--- config.mk ---
export PLATFORM = sky130hd
export DESIGN_NAME = op_sequencer
export DESIGN_NICKNAME = d
export VERILOG_FILES = /design/src/rtl/op_sequencer.sv
export SDC_FILE = /design/constraint.sdc
export NUM_CORES = 1
export LEC_CHECK = 0
export ABC_AREA = 1
export CORE_MARGIN = 2
export CORE_UTILIZATION = 38
export CTS_CLUSTER_SIZE = 12
export DETAILED_ROUTE_END_ITERATION = 8
export PLACE_DENSITY = 0.73
export SLEW_MARGIN = 0
export SYNTH_ARGS = -nofsm -noshare
export SYNTH_HDL_FRONTEND = slang
export SYNTH_SLANG_ARGS = --single-unit
--- constraint.sdc ---
create_clock -name clk -period 1.2 [get_ports clk]
set_input_delay 0.12 -clock clk [delete_from_list [all_inputs] [get_ports clk]]
set_output_delay 0.12 -clock clk [all_outputs]
set_load 0.02 [all_outputs]
--- src/rtl/op_sequencer.sv ---
// op_sequencer: FETCH/DECODE/EXEC/WB/DONE sequencer driving a 2-bit control decoder.
// Define SEQ_STEP_EN to add the step port, which holds FETCH until step is seen high.
module op_sequencer #(
    parameter int PC_W    = 4,
    parameter int LAST_PC = 15
) (
    input  logic            clk,
    input  logic            reset,
    input  logic            start,
`ifdef SEQ_STEP_EN
    input  logic            step,
`endif
    input  logic [2:0]      instr,
    output logic [PC_W-1:0] pc,
    output logic [1:0]      op,
    output logic            ctrl_valid,
    output logic            wb_en,
    output logic            busy,
    output logic            done
);
    typedef enum logic [2:0] {IDLE, FETCH, DECODE, EXEC, WB, DONE} state_t;
    state_t     state, state_n;
    logic [2:0] ir;
    logic       cnt;
    logic       adv;
    logic       last;
`ifdef SEQ_STEP_EN
    assign adv = step;
`else
    assign adv = 1'b1;
`endif
    assign last = pc == PC_W'(LAST_PC);
    always_ff @(posedge clk or posedge reset) begin
        if (reset) state <= IDLE;
        else       state <= state_n;
    end
    // ir[1] marks the two-cycle opcodes; cnt is 0 on the first EXEC cycle
    always_comb begin
        state_n = state;
        case (state)
            IDLE:    state_n = start ? FETCH : IDLE;
            FETCH:   state_n = adv ? DECODE : FETCH;
            DECODE:  state_n = ir[2] ? DONE : EXEC;
            EXEC:    state_n = (ir[1] && !cnt) ? EXEC : WB;
            WB:      state_n = last ? DONE : FETCH;
            DONE:    state_n = IDLE;
            default: state_n = IDLE;
        endcase
    end
    // Outputs are registered from the next state so they line up with state
    always_ff @(posedge clk or posedge reset) begin
        if (reset) begin
            pc         <= '0;
            op         <= '0;
            ir         <= '0;
            cnt        <= 1'b0;
            ctrl_valid <= 1'b0;
            wb_en      <= 1'b0;
            busy       <= 1'b0;
            done       <= 1'b0;
        end else begin
            ctrl_valid <= state_n == EXEC;
            wb_en      <= state_n == WB;
            busy       <= state_n != IDLE;
            done       <= state_n == DONE;
            cnt        <= state == EXEC;
            ir         <= (state == FETCH && adv) ? instr : ir;
            op         <= (state == DECODE && !ir[2]) ? ir[1:0] : op;
            pc         <= (state == IDLE && start) ? '0 :
                          (state == WB) ? (last ? '0 : pc + PC_W'(1)) : pc;
        end
    end
endmodule
### Word level (Yosys, flattened, before mapping)

Index checks and enable logic that the tools add are counted.

* flip-flop bits (word level): 17
* input bits: 6
* output and inout port bits: 10

* $add $sub $neg: 1
* equal/unequal tests: 8
* muxes and demuxes: 8
* reduce and logical (&&, ||, !) cells: 8

Operators with widths (number)
* 3-bit one-hot mux with 5 select lines: 1
* 4-bit two-way mux: 3
* 3-bit by 2-bit == test with 1-bit output (second input constant): 3
* 3-bit == test (second input constant): 3
* 3-bit two-way mux: 3
* 4-bit by 1-bit adder with 4-bit output (second input constant): 1
* 4-bit == test (second input constant): 1
* 3-bit by 1-bit == test with 1-bit output (second input constant): 1
* 1-bit logical AND: 3
* 3-bit zero test: 1
* 3-bit nonzero test: 1
* 1-bit zero test: 2
* 2-bit nonzero test: 1
* 1-bit two-way mux: 1

### Longest topological paths before layout

* depth after elaboration: 5
* gate-level depth with buffers: 7

### Least setup slack after synthesis

Ideal clock, no wire load.

* kind: reg-to-reg
* start point: reg pc[0]
* end point: reg busy
* arrival time: 1.082 ns
* data required time: 1.082 ns
* path slack: 0.000 ns
* stages on the path, launching flop included: 8
* buffers on the path: 0
* period minus slack after synthesis: 1.200 ns
* path through: dfrtp_1 -> ha_1 -> nand2_1 -> nor2_1 -> nand2_1 -> nand2_2 -> nor2_2 -> nand2_1

* longest elaborated chain between the ends: 4

RTL lines
* start: declaration: line 14 `output logic [PC_W-1:0] pc,`
* start signal: assignment: line 69 `pc <= (state == IDLE && start) ? '0 :`
* 4-bit == test: line 32 `assign last = pc == PC_W'(LAST_PC);`
* 3-bit two-way mux: line 45 `WB: state_n = last ? DONE : FETCH;`
* 3-bit one-hot mux with 5 select lines: line 40 `case (state)`
* 3-bit nonzero test: line 64 `busy <= state_n != IDLE;`
* end signal: assignment: line 59 `busy <= 1'b0;`
* end signal: assignment: line 64
* end: declaration: line 18 `output logic busy,`

No other way between the ends.
A chain may end at the register's enable or synchronous reset.

### Final worst setup path

* start point: reg pc[0]
* end point: out pc[0]

No word-level cell between the ends.

==> results by group <==
Outcome
  • Status: completed

Clocking
  • CTS H-Tree Depth: 1
  • Clock Latency Late Sink: 0.28 ns
  • CTS Buf Count: 3
  • Clock Path Buffers: 2
  • Clock Sinks: 17
  • CTS clk-pin slew, worst paths: 0.09 ns
  • TritonCTS clock tree: built
  • Root Driver: clkbuf_4

Setup path
  • Crit path max fanout: 5
  • Worst Path Required: 1.08 ns
  • CP Class: reg -> out
  • Worst path cell trace: dlygate4sd2_1
  • Reg2Reg Launch Point: pc[1]
  • CP max-delay cell: dfrtp_1
  • Worst path bufs/invs: 1
  • CP Data Arrival Time: 1.05 ns
  • CP Capture Type: output port
  • Worst R2R Setup Slack: 0.07 ns
  • Critical path's largest stage delay: 0.43 ns
  • CP Launch Type: flip-flop
  • Family with the most delay on the worst path: flip-flops
  • Critical Path Start: pc[0]

GRT
  • GRT overflow: 0
  • Antenna violations before repair: 0
  • Number of global-route vias before repair: 521
  • First-pass GRT wire length: 2.25 mm
  • Pin count of the biggest net entering global routing: 18
  • Tot GR Track Use: 14.3%

Routing
  • Drt first pass iters: 2
  • ANT nets after route: 0
  • Iter 0 DRT Violations: 1
  • Mean number of vias per cell: 4.33
  • Routed WL per cell: 10.3 um
  • Final WL: 1.28 mm
  • Drt drc: 0
  • Via Count: 537

Placement
  • # port buffers: 15
  • GPL Wtd Cong: 0.784
  • Cell area after placement: 923 sq um
  • Post-placement worst setup slack: 0.0133 ns
  • Hpwl dp: 964 um
  • Placed cells: 119

Die
  • Full die area: 2280 sq um
  • Num rows: 15
  • Core area: 1760 sq um
  • Starting Density: 41.2%
  • I/O pin count: 16
  • Die H: 47.7 um
  • Chip width: 47.7 um

Cells and area
  • Register area: 425 sq um
  • Post-route cell area: 952 sq um
  • Final non-filler cell total: 124
  • Area Overhead vs Synth: 31.0%
  • Area of the multi-input gates: 260 sq um
  • Layout cells sized above 1: 18.2%
  • Antenna diodes: 0
  • Final layout net count: 107
  • Fillers: 190

Power
  • LEAKAGE: 0.523 nW
  • Seq pwr share: 42.7%
  • Psw: 0.874 mW
  • Comb power frac: 43.4%
  • Clock network fraction of design power: 14.0%
  • Peak VDD IR: 1070 uV
  • Net Sw Frac: 40.8%
  • Int Pwr: 1.27 mW
  • Pwr/cell area: 2250 nW/um^2

Synth
  • Synth top area share: 58.5%
  • Top-count cell post-synth: dfrtp_1
  • Mapped Cells: 77
  • Synthesized area: 727 sq um
  • Average size of a mapped cell: 9.44 sq um
  • Main synth FF type: dfrtp_1
  • Yosys warns: 0
  • Sequential-to-total area share from yosys stat: 58.5%
  • Seq cells post-synth: 17
  • Cell taking the most area after synthesis: dfrtp_1
  • Synth async-reset ratio: 100%
  • Synth unique cells: 15
  • Post-synth top cells: dfrtp_1 (17), nand2_1 (15), inv_1 (13)
  • Post-synth EDFFs: 0
  • Mapped Nets: 84
  • Synth area leaders: dfrtp_1 (59%), nand2_1 (7.7%), inv_1 (6.7%)

STA
  • Fmax: 854 MHz
  • Min Hold Slack: 0.144 ns
  • Slew @ Worst Pin: 0.225 ns
  • Worst Setup Slack, final: 0.0287 ns
  • RSZ-0062 raised after global routing: yes
  • Final period util: 97.6%
  • Clock skew: 0.00161 ns
  • Tmin final: 1.17 ns
  • Final count of pins violating max slew: 0
  • Final Hold Viols: 0
  • Slew headroom: 85.0%
  • Final setup fails: 0

Flow run
  • Max Cap Viol: 0

Hold path
  • Worst Hold Class: in -> async
==> routing by layer <==
metal  up-vias  track usage [%]  share of wire (%)
li1        283                -                  -
met2        11             23.7                 49
met5         -                0                  0
met3         2             2.26                3.8
met4         0             6.49               0.47
met1       241             18.2                 46
==> layout by cell type (no fill, tap or decap) <==
cell             netlist  final
xnor2_1                1      1
nand3_2                4      4
buf_4                  0      3
clkdlybuf4s50_1        0      5
nand2_1               15     15
clkbuf_1               0      1
clkbuf_4               0      3
o21ai_0                2      2
nor2_4                 0      1
ha_2                   0      1
inv_1                 13     13
nor2_2                 4      3
o21ai_1                2      2
nor2_1                 8      8
dfrtp_1               17     17
xor2_1                 1      1
dlygate4sd2_1          0     10
a21oi_1                4      4
o21ai_2                1      1
nand2_2                2      2
nand3_1                2      2
==> worst paths after layout <==
kind / end / cells after the start
max in group asynchronous: busy / 3
worst max register to register: busy / 7
worst min register to register: op[0] / 2
worst min-delay path: pc[3] / 3
min in group clk: ir[2] / 3
worst max-delay path: pc[0] / 1
==> state kept, by name (all words and copies together), names as in the netlist <==
name	flops
ir	3
state	3
done	1
op	2
busy	1
cnt	1
ctrl_valid	1
pc	4
wb_en	1
==> final cells by class <==
class,count,area share [%]
Sequential cell,17,44.7
Multi-Input combinational cell,47,27.3
Timing Repair Buffer,18,16.8
Inverter,13,5.12
Tap cell,25,3.29
Clock buffer,4,2.76
==> metrics by stage <==
stage / utilization [%] / power (mW) / setup TNS (ns)
5_1_grt: 54.0 / 2.34 / -0.109
3_5_place_dp: 52.3 / 1.93 / 0
2_1_floorplan: - / 1.56 / 0
3_3_place_gp: 52.3 / 1.90 / 0
4_1_cts: 53.1 / 2.16 / 0
6_report: 54.0 / 2.14 / 0
==> kinds of logic (layout without fill, tap and decap cells) <==
logic type                 after synthesis  count (layout)  share of synthesized area, %
and+or+nand+nor                         35              35                          23.9
DFF                                     17              17                          58.5
buffers and inverters                   13              35                          6.71
AOI/OAI and AO/OA                        9               9                          6.71
xor gates and xnor gates                 2               2                          2.41
adders and majority gates                1               1                          1.72
==> power by group through the flow <==
stage | combinational, mW | clock [mW] | sequential [mW]
2_1_floorplan | 0.511 | 0 | 1.05
3_3_place_gp | 0.979 | 0 | 0.925
3_5_place_dp | 1.00 | 0 | 0.929
4_1_cts | 0.928 | 0.311 | 0.918
5_1_grt | 1.07 | 0.335 | 0.942
6_report | 0.930 | 0.299 | 0.915
==> what timing repair did <==
item	4_1_cts	5_1_grt
resized for setup	10	2
pin swaps	0	2
setup endpoints to repair	11	6
buffers inserted	0	1
hold buffers	0	0
Note: power is estimated with default switching activity, not from simulation.
==> edit: new RTL, same flow settings <==
The option `SEQ_STEP_EN` is turned on by a define.
--- a/src/rtl/op_sequencer.sv
+++ b/src/rtl/op_sequencer.sv
@@ -1,5 +1,7 @@
 // op_sequencer: FETCH/DECODE/EXEC/WB/DONE sequencer driving a 2-bit control decoder.
 // Define SEQ_STEP_EN to add the step port, which holds FETCH until step is seen high.
+`define SEQ_STEP_EN
+
 module op_sequencer #(
     parameter int PC_W    = 4,
     parameter int LAST_PC = 15
Ports: changed (added step); port bits go from 16 to 17. No check against the original RTL was run, so the function may have changed too.
==> edit against the unedited design <==
First-iteration DRC count rose to 15 times the old value; hold slack worse by 0.019 ns; total power up 2.5%; final area up 8.1%; synthesized area up 1.5%; clock skew up 0.0077 ns; count of clock-buffer cells in the layout unchanged; register-to-register slack about the same; cell count up 8.9%; wire length up 13%; non-clock buffer count up 4; sequential cell count unchanged; worst setup slack better by 0.020 ns; synthesized cell count up 9.1%.
==> edit: results (changes against the unedited design) <==
worst min path class -> input pin to asynchronous set/reset pin
Largest regs -> pc x4, ir x3, state x3
Placement Setup Slack -> -0.0263 ns (-0.0395 ns)
worst reg-to-reg setup slack -> 0.07 ns (about the same)
ant diodes -> 0 (unchanged)
CP max FO -> 5 (unchanged)
nets -> 119 (+11%)
Critical Path Start -> pc[0]
Clk Latency, worst-skew pair -> 0.29 ns
crit-path max cell delay -> 0.45 ns (+0.02 ns)
Max-Cap Viols -> 0 (unchanged)
CP max stage cell -> dfrtp_2
clock edge transition at the registers on the reported setup and hold paths -> 0.10 ns
Seq/Total Area, Yosys -> 0.576 (-0.00893)
Placer Congestion -> 0.726 (-7.4%)
Synth area leaders -> dfrtp_1 58%, nand2_1 10%, inv_1 6.6%, nand3_1 4.7%, nor2_1 3.6%
main flop type after synthesis -> dfrtp_1
Reg-to-Reg Start -> state[2]
fin crit period -> 1.15 ns (-0.0202 ns)
via count -> 633 (+18%)
drc violations -> 0 (unchanged)
Max VDD drop -> 0.00113 V (+6.1%)
total track usage -> 0.142 (-0.000552)
Warnings, synthesis -> 0 (unchanged)
share of layout cells above drive strength 1 -> 0.245 (+0.0636)
Layout Skew -> 0.00934 ns (+0.00773 ns)
Top delay family on crit path -> flip-flops
post-synth cell types -> 15 (unchanged)
outcome -> finished clean
R2R depth -> 4 (-3)
clk root buf -> clkbuf_4
1st-pass router iterations -> 4 (+2)
dpl hpwl -> 1050 µm (+8.9%)
number of port buffers -> 16 (+1)
list of most frequent post-synthesis cells -> 20 x nand2_1, 17 x dfrtp_1, 13 x inv_1
global-route wire length before repair -> 2220 µm (-1.2%)
Critical Path End -> pc[0]
Iter 0 DRT Violations -> 15 (+14)
clock tree buffer depth -> 2 (unchanged)
WP data arrival -> 1.03 ns (-0.02 ns)
clock buffer count from CTS -> 3 (unchanged)
ys async rst share -> 1.00 (unchanged)
RR Endpoint -> state[1]
Final Hold Viols -> 0 (unchanged)
H-Tree Depth -> 1 (unchanged)
leakage power -> 0.541 nW (+3.5%)
Slew headroom -> 0.859 (+0.00947)
number of global-route vias before repair -> 524 (+0.58%)
initial antenna violation count -> 0 (unchanged)
largest net degree at the start of global routing -> 18 (unchanged)
syn_nets -> 92 (+9.5%)
Routed WL -> 1440 µm (+13%)
==> edit: layout make-up <==
type	instances	area (µm²)
Clock buffer	4	26.3
Fill cell	162	753
Inverter	15	56.3
Multi-Input combinational cell	52	289
Sequential cell	17	432
Tap cell	25	31.3
Timing Repair Buffer	22	195
==> edit: through the flow <==
step | std cells | setup TNS [ns] | hold WS [ns] | instance area (µm²)
6_report | 135 | 0 | 0.125 | 1030
5_1_grt | 135 | -0.00302 | 0.141 | 1030
4_1_cts | 133 | 0 | 0.148 | 977
3_5_place_dp | 129 | -0.0263 | 0.463 | 961
3_3_place_gp | 129 | 0 | 0.442 | 961
2_1_floorplan | 84 | 0 | 0.0460 | 739
==> edit: worst reg2reg max path, cell delays in order (launching register included) <==
cell     delay [ns]
dfrtp_2        0.47
nor2_1         0.19
nand3_2        0.18
nand3_2        0.14
buf_4          0.11
==> edit: timing repair <==
action / in CTS / in global routing
pin swaps: 1 / 7
hold buffers: 0 / 0
buffers inserted: 0 / 2
gates resized for setup: 11 / 15
setup endpoints to repair: 11 / 8
==> edit: per-layer routing <==
layer / vias to the layer above / track usage / share of wire
li1: 317 / - / -
met1: 294 / 0.182 / 0.43
met2: 16 / 0.216 / 0.49
met3: 6 / 0.0377 / 0.047
met4: 0 / 0.0811 / 0.025
met5: - / 0 / 0
==> edit: worst min-delay path by stage <==
stage               start     to  slack (ns)
floorplan           reset   busy        0.05
global placement    reset  op[1]        0.44
detailed placement  reset  ir[1]        0.46
CTS                 reset  ir[1]        0.15
global route        reset  op[1]        0.14
finish              reset  op[1]        0.13
==> edit: where the power goes <==
part	internal [mW]	total, mW	leakage (nW)	switching, mW
sequential	0.787	0.966	0.209	0.179
combinational	0.378	0.925	0.317	0.548
clock	0.129	0.306	0.0150	0.176
total	1.29	2.20	0.541	0.903
==> edit: logic make-up after synthesis <==
| group | share of synthesized area |
|---|---|
| xor+xnor | 0.0119 |
| simple gates | 0.246 |
| fa+ha+maj | 0.0169 |
| flops | 0.576 |
| buf+inv | 0.0763 |
| compound gates | 0.0729 |
